[src/rtl/router_spi_pkg.sv]
// Shared types and default parameters for the SPI transmit master.
package router_spi_pkg;

   localparam int unsigned SPI_SIZE_DEFAULT    = 8;
   localparam int unsigned SPI_CLK_DIV_DEFAULT = 4;

   typedef enum logic [1:0] {
      ST_IDLE  = 2'd0,
      ST_SHIFT = 2'd1,
      ST_DONE  = 2'd2
   } spi_state_t;

endpackage : router_spi_pkg

[src/rtl/spi_clk_div.sv]
// Half-period counter: counts 0..CLK_DIV-1 while enabled and flags the terminal count.
module spi_clk_div #(
   parameter int unsigned CLK_DIV = 4
) (
   input  logic clk,
   input  logic reset,
   input  logic i_en,
   output logic o_tick_c
);

   localparam int unsigned CW = (CLK_DIV > 1) ? $clog2(CLK_DIV) : 1;

   logic [CW-1:0] r_cnt;

   assign o_tick_c = i_en && (r_cnt == CW'(CLK_DIV - 1));

   // Counter advances only while enabled and wraps at terminal count.
   always_ff @(posedge clk) begin
      if (reset) begin
         r_cnt <= '0;
      end else if (i_en) begin
         if (o_tick_c) r_cnt <= '0;
         else          r_cnt <= r_cnt + CW'(1);
      end
   end

endmodule : spi_clk_div

[src/rtl/spi_master_tx.sv]
// SPI mode-0 master: shifts one frame out on mosi while capturing miso.
module spi_master_tx
   import router_spi_pkg::*;
#(
   parameter int unsigned size    = SPI_SIZE_DEFAULT,
   parameter int unsigned CLK_DIV = SPI_CLK_DIV_DEFAULT
) (
   input  logic            clk,
   input  logic            reset,
   input  logic [size-1:0] tx_data,
   input  logic            tx_valid,
   output logic            tx_ready,
   output logic [size-1:0] rx_data,
   output logic            rx_valid,
   output logic            sclk,
   output logic            mosi,
   input  logic            miso,
   output logic            cs_n
);

   localparam int unsigned BW = $clog2(size + 1);

   spi_state_t      r_state, w_state_next;
   logic [size-1:0] r_tx_sh, w_tx_sh_next;
   logic [size-1:0] r_rx_sh, w_rx_sh_next;
   logic [size-1:0] r_rx_data, w_rx_data_next;
   logic [BW-1:0]   r_bit_cnt, w_bit_cnt_next;
   logic            r_sclk, w_sclk_next;
   logic            r_mosi, w_mosi_next;
   logic            r_cs_n, w_cs_n_next;
   logic            r_rx_valid, w_rx_valid_next;
   logic            r_tx_ready, w_tx_ready_next;
   logic            w_tick;

   spi_clk_div #(
      .CLK_DIV (CLK_DIV)
   ) u_clk_div (
      .clk      (clk),
      .reset    (reset),
      .i_en     (r_state == ST_SHIFT),
      .o_tick_c (w_tick)
   );

   assign tx_ready = r_tx_ready;
   assign rx_data  = r_rx_data;
   assign rx_valid = r_rx_valid;
   assign sclk     = r_sclk;
   assign mosi     = r_mosi;
   assign cs_n     = r_cs_n;

   // Next-state, shift and registered-output computation.
   always_comb begin
      w_state_next   = r_state;
      w_tx_sh_next   = r_tx_sh;
      w_rx_sh_next   = r_rx_sh;
      w_rx_data_next = r_rx_data;
      w_bit_cnt_next = r_bit_cnt;
      w_sclk_next    = r_sclk;

      case (r_state)
         ST_IDLE: begin
            if (tx_valid) begin
               w_state_next   = ST_SHIFT;
               w_tx_sh_next   = tx_data;
               w_bit_cnt_next = '0;
               w_sclk_next    = 1'b0;
            end
         end
         ST_SHIFT: begin
            if (w_tick) begin
               w_sclk_next = ~r_sclk;
               if (!r_sclk) begin
                  // Rising sclk: capture miso and count the bit.
                  w_rx_sh_next   = {r_rx_sh[size-2:0], miso};
                  w_bit_cnt_next = r_bit_cnt + BW'(1);
               end else if (r_bit_cnt == BW'(size)) begin
                  w_state_next = ST_DONE;
               end else begin
                  w_tx_sh_next = {r_tx_sh[size-2:0], 1'b0};
               end
            end
         end
         ST_DONE: begin
            w_state_next = ST_IDLE;
            w_sclk_next  = 1'b0;
         end
         default: begin
            w_state_next = ST_IDLE;
         end
      endcase

      // Outputs are registered, so derive them from the upcoming state.
      w_cs_n_next     = (w_state_next != ST_SHIFT);
      w_tx_ready_next = (w_state_next == ST_IDLE);
      w_rx_valid_next = (w_state_next == ST_DONE);
      w_mosi_next     = (w_state_next == ST_SHIFT) ? w_tx_sh_next[size-1] : 1'b0;
      if (w_state_next == ST_DONE) w_rx_data_next = w_rx_sh_next;
   end

   // State and output registers with synchronous reset.
   always_ff @(posedge clk) begin
      if (reset) begin
         r_state    <= ST_IDLE;
         r_tx_sh    <= '0;
         r_rx_sh    <= '0;
         r_rx_data  <= '0;
         r_bit_cnt  <= '0;
         r_sclk     <= 1'b0;
         r_mosi     <= 1'b0;
         r_cs_n     <= 1'b1;
         r_rx_valid <= 1'b0;
         r_tx_ready <= 1'b1;
      end else begin
         r_state    <= w_state_next;
         r_tx_sh    <= w_tx_sh_next;
         r_rx_sh    <= w_rx_sh_next;
         r_rx_data  <= w_rx_data_next;
         r_bit_cnt  <= w_bit_cnt_next;
         r_sclk     <= w_sclk_next;
         r_mosi     <= w_mosi_next;
         r_cs_n     <= w_cs_n_next;
         r_rx_valid <= w_rx_valid_next;
         r_tx_ready <= w_tx_ready_next;
      end
   end

endmodule : spi_master_tx

[config.mk]
export PLATFORM = sky130hd
export DESIGN_NAME = spi_master_tx
export DESIGN_NICKNAME = d
export VERILOG_FILES = /design/src/rtl/router_spi_pkg.sv /design/src/rtl/spi_clk_div.sv /design/src/rtl/spi_master_tx.sv
export SDC_FILE = /design/constraint.sdc
export NUM_CORES = 1
export LEC_CHECK = 0
export BUFFER_PORTS_ARGS = -buffer_cell sky130_fd_sc_hd__clkbuf_2
export CORE_UTILIZATION = 28
export CTS_BUF_LIST = sky130_fd_sc_hd__clkbuf_8 sky130_fd_sc_hd__clkbuf_16
export DETAILED_ROUTE_END_ITERATION = 10
export HOLD_SLACK_MARGIN = 0.02
export MAX_ROUTING_LAYER = met4
export PLACE_DENSITY_LB_ADDON = 0.3
export SKIP_LAST_GASP = 1
export SYNTH_ARGS = -nofsm -noshare
export SYNTH_HDL_FRONTEND = slang
export SYNTH_HIERARCHICAL = 1
export SYNTH_SLANG_ARGS = --single-unit
[constraint.sdc]
create_clock -name clk -period 4.97 [get_ports clk]
set_input_delay 1.491 -clock clk [delete_from_list [all_inputs] [get_ports clk]]
set_output_delay 1.491 -clock clk [all_outputs]
set_load 0.02 [all_outputs]
* Word-level counts from Yosys, hierarchy flattened
Cells that the tools add are included.
W data, S select, Z words.
** Operators by class
- Eq/ne operators :: 12
- Multiplexer cells :: 21
- Bitwise logic cells :: 2
- Reduce and logical (&&, ||, !) cells :: 9
- Add/sub/neg operators :: 2
** Operator list (count)
- $mux W8 :: 7
- $pmux W8 S2 :: 1
- $mux W4 :: 3
- $mux W2 :: 5
- $ne A2 B2 Y1 const B :: 5
- $pmux W4 S2 :: 1
- $eq A2 B2 Y1 const B :: 3
- $reduce_and A5 Y1 :: 1
- $add A4 B1 Y4 const B :: 1
- $eq A2 B1 Y1 const B :: 2
- $eq A4 B4 Y1 const B :: 1
- $logic_not A2 Y1 :: 2
- $pmux W2 S2 :: 1
- $reduce_and A4 Y1 :: 1
- $pmux W1 S3 :: 1
- $reduce_and A3 Y1 :: 1
- $reduce_bool A3 Y1 :: 1
- $add A2 B1 Y2 const B :: 1
- $mux W1 :: 2
- $ne A2 B1 Y1 const B :: 1
- $not A1 Y1 :: 2
- $reduce_bool A2 Y1 :: 1
- $reduce_or A2 Y1 :: 1
- $logic_and A1 B1 Y1 :: 1
** Word-level totals
- Logic and storage cells :: 58
- Register bits :: 37
- Input bits :: 12
- Output and inout port bits :: 13

* Logic depth before layout (Yosys ltp)
Gate-level depths: netlist of run 1.
- Depth in word-level cells :: 8
- Mapped depth :: 7
- Mapped depth without buffers :: 6

* By module
Netlist of run 1, hierarchy kept.
** By module, submodules not included
- spi_master_tx :: area each 1451.4 um2, times used 1, cells an instance 148
- spi_clk_div :: area each 92.6 um2, times used 1, cells an instance 9

* Worst setup path after synthesis of run 1
OpenSTA, ideal clock, no wires.
- Path type :: input to register
- From :: in tx_valid
- To :: reg r_sclk, in the netlist sclk
- Stages :: 4
- Buffers on the path :: 0
- Setup slack :: 2.726 ns
- Arrival :: 2.179 ns
- Cell sequence :: or3b_2 > a21oi_1 > a31oi_1 > nor2_1
** Between the ends
- Longest elaborated chain between the ends :: 2
** Ends and longest elaborated chain
- start: declaration :: RTL line spi_master_tx.sv:11 : input logic tx_valid,
- $ne A2 B2 Y1 (no line)
- $reduce_and A3 Y1 (no line)
- end signal: assignment :: RTL line spi_master_tx.sv:119 : r_sclk <= w_sclk_next;
- end: declaration :: RTL line spi_master_tx.sv:28 : logic r_sclk, w_sclk_next;
No other way between the ends.
A chain may end at the register's enable or synchronous reset.

* Final worst setup path of run 1
- From :: in tx_valid
- To :: reg r_tx_sh[3]
** Between the ends
- Longest elaborated chain between the ends :: 2
** Ends and longest elaborated chain
- $ne A2 B2 Y1 (no line)
- $reduce_and A5 Y1 (no line)
- end signal: assignment :: RTL line spi_master_tx.sv:115 : r_tx_sh <= w_tx_sh_next;
- end: declaration :: RTL line spi_master_tx.sv:24 : logic [size-1:0] r_tx_sh, w_tx_sh_next;
No other way between the ends.

==> results.md, run 1 <==
* Post-synthesis register bit count at 37
* Max-slew violation count at 0
* Final Setup Violations at 0
* Aggregate global routing overflow at 0
* Clk Latency, worst-skew pair at 0.29 ns
* # DRC at 0
* I/O Buffers at 24
* Fin Setup TNS at 0 ns
* Clock skew at 0.00882 ns
* CTS tree: yes
* Ys Warns at 6
* Area growth from synthesis to layout at 16.1%
* Period utilization at 0.517
* Vias per cell at 4.59
* DR iter-0 viols at 36
* Area of the multi-input gates at 709 um^2
* Most common cell in the synthesized netlist: dfxtp_1
* Largest net degree at the start of global routing at 36
* Placed Area at 1680 um^2
* Fin area at 1790 um^2
* Worst hold path type: reg2reg
* Chip width at 76.3 um
* Status: finished clean
* Maximum vdd drop at 0.164 mV
* Worst-path fanout max at 11
* Worst Path Arrival at 2.71 ns
* Mapped Area at 1540 um^2
* Final hold vios at 0
* Final nets at 194
* Post-route ant nets at 0
* Top post-synthesis cells by count: 37 x dfxtp_1, 22 x nor2_1, 12 x nand2_1, 10 x a211oi_1, 10 x a21oi_1
* Die height at 76.3 um
* Relative slew slack at 0.397
* Syn Nets at 172
* FMAX at 389 MHz
* Cell count after synthesis at 157
* Layout cells sized above 1 at 0.217
* Initial core utilization at 0.297
* Placeable Area at 5200 um^2
* CTS buffer count at 5
* Routed wire length at 2.89 mm
* Primary FF master, synth: dfxtp_1
* Synth area leaders: dfxtp_1 48%, mux2i_1 5.8%, nor2_1 5.3%, a211oi_1 4.9%, a22oi_1 3.4%
* Dpl hpwl at 1.93 mm
* CP Launch Type: input port
* Clock Tree Buf Depth at 2
* Antenna Cells at 0
* Hold bufs inserted after CTS at 0
* H-Tree Level Count at 2
* Sequential share of the synthesized area at 0.480
* Clock-pin slew on the worst setup and hold paths at 0.07 ns
* First-pass GRT wire length at 4.96 mm
* RSZ-0062 raised after global routing: no
* Overall Power at 610 uW
* IO Pins at 25
* # fillers at 563
* Critical path type: in2reg
* LEAKAGE at 0.000670 uW
* # Max-Cap Violations at 0
* GR Util All Layers at 0.110
* Core Rows at 26
* # Post-CTS Setup Buffers at 0
* Sink Count at 37
* Vias in the first global route at 1073
* Syn avg cell area at 9.83 um^2
* WHS at 0.456 ns
* Seq. cell area at 741 um^2
* Initial antenna violation count at 0
* Worst Max-Slew Pin Slew at 0.898 ns
* Synth top area share at 0.480
* PwrDens at 340 nW/um^2
* Min Tclk post-route at 2.57 ns
* Post-CTS Resized at 0
* Area leader, netlist: dfxtp_1
* Async S/R FF share, synth at 0
* Netlist cell types at 38
* Crit. End Element: register
* RePlAce Congestion at 0.735
* Worst Path Required at 5.11 ns
* Die area at 5810 um^2
* Vias at 1147
* First-pass DRT Iterations at 2
* Clock Tree Root: clkbuf_8
* WL per Instance at 11.6 um
* Post-synth EDFFs at 0
[cell type report]
type,instances,share of cell area
inverters,5,0.0105
repair buffers,24,0.0670
clock inverters,2,0.0188
clock buffers,6,0.0461
flip-flops and latches,37,0.413
well taps,70,0.0488
multi-input cells,106,0.396
[stage by stage]
stage                     setup WS (ns)   util  cells
after global placement             2.17  0.322    242
after floorplan                    2.73      -    157
after detailed placement           2.12  0.322    242
final                              2.40  0.344    250
after global routing               2.14  0.344    250
after CTS                          2.42  0.344    250
[critical path, cell delays in order]
cell	delay, ns
clkbuf_2	0.13
nor3b_2	0.62
a41oi_1	0.25
nand2_1	0.15
a21oi_1	0.07
[logic make-up after synthesis]
| kind of cell | after synthesis | synth area share |
|---|---|---|
| flops | 37 | 0.480 |
| simple gates | 56 | 0.203 |
| mux | 9 | 0.0583 |
| xor+xnor | 2 | 0.0113 |
| fa+ha+maj | 3 | 0.0243 |
| compound gates | 36 | 0.162 |
| buf+inv | 14 | 0.0608 |
[registers in the layout (all words and copies together), names as in the netlist]
name,cells
u_clk_div/r_cnt,2
rx_valid,1
tx_ready,1
r_tx_sh,8
mosi,1
r_bit_cnt,4
r_rx_sh,8
sclk,1
r_state,2
rx_data,8
cs_n,1
[per-layer routing]
metal | global-route usage | share of wire | routed length [um] | vias to the layer above
li1 | - | - | - | 593
met1 | 0.141 | 0.53 | 1530 | 521
met2 | 0.155 | 0.40 | 1160 | 26
met3 | 0.0347 | 0.050 | 146 | 7
met4 | 0.0577 | 0.019 | 55 | 0
met5 | - | 0 | 0 | -
[layout by cell type, fill, tap and decap left out, types with 2 or more instances in the layout]
master / netlist / layout
and2b_1: 2 / 2
inv_1: 4 / 5
a211oi_1: 10 / 10
a31oi_1: 2 / 2
or3b_1: 2 / 2
nand2b_1: 4 / 4
ha_1: 3 / 3
nand3b_1: 3 / 3
a21oi_1: 10 / 10
a21o_1: 2 / 2
dfxtp_1: 37 / 37
clkbuf_2: 0 / 24
mux2i_1: 9 / 9
nor2_1: 22 / 22
nand2_1: 12 / 12
xnor2_1: 2 / 2
a22oi_1: 7 / 7
nor3_1: 2 / 2
clkbuf_8: 0 / 6
[power by group]
| part | leakage [uW] | switching [uW] | total (uW) | internal, uW |
|---|---|---|---|---|
| combinational | 0.000307 | 20.9 | 36.3 | 15.4 |
| sequential | 0.000300 | 5.57 | 310 | 304 |
| clock | 0.0000626 | 102 | 264 | 161 |
| total | 0.000670 | 129 | 610 | 481 |
[final timing paths]
kind	startpoint	slack, ns	depth (start not counted)	end
min reg2reg	r_tx_sh[5]	0.46	2	r_tx_sh[5]
max reg2reg	r_state[0]	2.49	6	rx_data[1]
max	tx_valid	2.40	5	r_tx_sh[3]
min	r_tx_sh[5]	0.46	2	r_tx_sh[5]
Power figures use the tool's default switching activity.
==> run 2, diff against run 1 <==
Settings changed: ABC_AREA set to 1.
Clock period 4.97 ns to 2.1 ns, I/O delays scaled along.
==> run 2 against run 1 <==
Clock skew shrank 0.0022 ns. Non-clock buffer count grew 4. Critical path depth increased by 4. Wire length rose by 16%. Combinational power increased to 3.8 times the previous value. Critical path type is now reg2reg.
==> results.md, run 2 <==
* Chip width at 78.5 um
* Layout cells sized above 1 at 0.170
* Final hold vios at 0
* Status: finished clean
* Antenna Cells at 0
* Largest net degree at the start of global routing at 17
* Worst Path Required at 2.27 ns
* Initial core utilization at 0.294
* Dpl hpwl at 2.36 mm
* Fin area at 1910 um^2
* Pre-CTS setup slack at 0.224 ns
* Aggregate global routing overflow at 0
* Top post-synthesis cells by count: 55 x nand2_1, 37 x dfxtp_1, 33 x inv_1, 30 x nor2_1, 22 x o21ai_0
* First-pass GRT wire length at 6.11 mm
* Placed insts at 323
* GR Util All Layers at 0.130
* DR iter-0 viols at 73
* Critical path type: reg2reg
* Clock-pin slew on the worst setup and hold paths at 0.08 ns
* Fin Setup TNS at 0 ns
* Commonest cells after routing, fill and taps aside: 55 x nand2_1, 37 x dfxtp_1, 33 x inv_1
* RSZ-0062 raised after global routing: no
* Syn Nets at 245
* Core Rows at 27
* Cell count after synthesis at 230
* Crit-path leading delay family: simple AND/OR/NAND/NOR gates
* Period utilization at 0.853
* FMAX at 558 MHz
* Maximum vdd drop at 0.373 mV
* Area growth from synthesis to layout at 17.0%
* First-pass DRT Iterations at 4
* H-Tree Level Count at 2
* Buf/Inv on CP at 3
* Syn avg cell area at 7.12 um^2
* Hold bufs inserted after CTS at 0
* PwrDens at 710 nW/um^2
* Final Setup Violations at 0
* Most common cell in the synthesized netlist: nand2_1
* Commonest non-fill, non-tap cell in the layout: nand2_1
* Ys Warns at 6
* CTS buffer count at 5
* # Max-Cap Violations at 0
* Final worst slack at 0.308 ns
* Post-synthesis register bit count at 37
* Primary FF master, synth: dfxtp_1
* Clk Latency, worst-skew pair at 0.28 ns
* Clock skew at 0.00666 ns
* LEAKAGE at 0.000920 uW
* Synth top area share at 0.453
* Post-synth EDFFs at 0
* Synth area leaders: dfxtp_1 45%, nand2_1 13%, inv_1 7.6%, nor2_1 6.9%, o21ai_0 6.7%
* # DRC at 0
* Final nets at 273
* CP max stage delay at 0.37 ns
* Vias at 1429
* Crit. End Element: register
* Worst hold path type: reg2reg
* Relative slew slack at 0.676
* Sink Count at 37
* Min Tclk post-route at 1.79 ns
* Max-slew violation count at 0
* Vias in the first global route at 1379
* Routed wire length at 3.35 mm
* Crit-path cells: inv_1 > nor2_4 > nand2_1 > inv_1 > nand3_1 > inv_2 > nand2_1 > o21ai_0 > a21oi_1
* Post-route ant nets at 0
* Sequential share of the synthesized area at 0.453
* CP Launch Type: register
* WL per Instance at 10.1 um
* Non-filler cells, final at 331
* Placeable Area at 5570 um^2
* Worst Max-Slew Pin Slew at 0.484 ns
* IO Pins at 25
* Crit-path slowest cell: dfxtp_1
* Die area at 6150 um^2
* Worst Path Arrival at 1.96 ns
* Area leader, netlist: dfxtp_1
* WHS at 0.485 ns
* Vias per cell at 4.32
* Placed Area at 1830 um^2
* Clock Tree Root: clkbuf_8
* Worst-path fanout max at 12
* RePlAce Congestion at 0.805
* Mapped Area at 1640 um^2
* Initial antenna violation count at 0
* Netlist cell types at 23
* Die height at 78.5 um
* Clock Tree Buf Depth at 2
* CTS tree: yes
* I/O Buffers at 24
* Async S/R FF share, synth at 0
-- run 2: changes by cell type after synthesis, sizes merged, moves of 9 or more --
| cell | previous run | this run |
|---|---|---|
| nand2 | 12 | 58 |
| nor2 | 22 | 33 |
| o21ai | 1 | 23 |
| inv | 5 | 33 |
| nand3 | 1 | 10 |
| mux2i | 9 | 0 |
| a211oi | 10 | 0 |
-- run 2: power breakdown --
group | total (uW) | switching [uW] | internal [uW]
Clock | 481 | 252 | 229
Sequential | 739 | 12.2 | 727
Combinational | 139 | 89.5 | 49.4
-- run 2: final cells by class --
class | count | area, um^2
clock buffers | 5 | 68.8
clock inverters | 3 | 18.8
fillers | 611 | 3660
inverters | 33 | 124
multi-input cells | 153 | 722
flip-flops and latches | 37 | 741
well taps | 72 | 90.1
repair buffers | 28 | 150
-- run 2: layer usage --
metal  global-route usage  share of wire
met4               0.0630          0.014
met5                    -              0
met2                0.203           0.45
met1                0.155           0.51
met3               0.0349          0.030
-- run 2: worst reg2reg max path: cells and delay by family (launching register included) --
family                 cells  cell delay [ns]
buffers and inverters      3             0.43
AOI/OAI and AO/OA          2             0.21
and+or+nand+nor            4             0.67
DFF                        1             0.37
-- run 2: cell families after synthesis --
group / synth area share
compound gates: 0.122
xor+xnor: 0.00535
fa+ha+maj: 0.0229
buf+inv: 0.106
flops: 0.453
simple gates: 0.291
-- run 2: final timing paths --
| path | from | to | slack [ns] | cells after the start |
|---|---|---|---|---|
| worst max-delay path | r_state[0] | rx_data[6] | 0.31 | 9 |
| worst min-delay path | u_clk_div/r_cnt[0] | u_clk_div/r_cnt[0] | 0.49 | 2 |
| worst max register to register | r_state[0] | rx_data[6] | 0.31 | 9 |
| worst min register to register | u_clk_div/r_cnt[0] | u_clk_div/r_cnt[0] | 0.49 | 2 |
-- run 2: repair_timing --
item                                   4_1_cts  5_1_grt
setup buffers                                0        0
resized for setup                            0        1
endpoints found under the hold margin        0        0
setup endpoints to repair                    0        2
-- run 2: per-stage QoR --
step / total power [uW] / util
CTS: 1380 / 0.343
global placement: 895 / 0.328
finish: 1360 / 0.343
floorplan: 859 / -
global route: 1430 / 0.343
detailed placement: 894 / 0.328
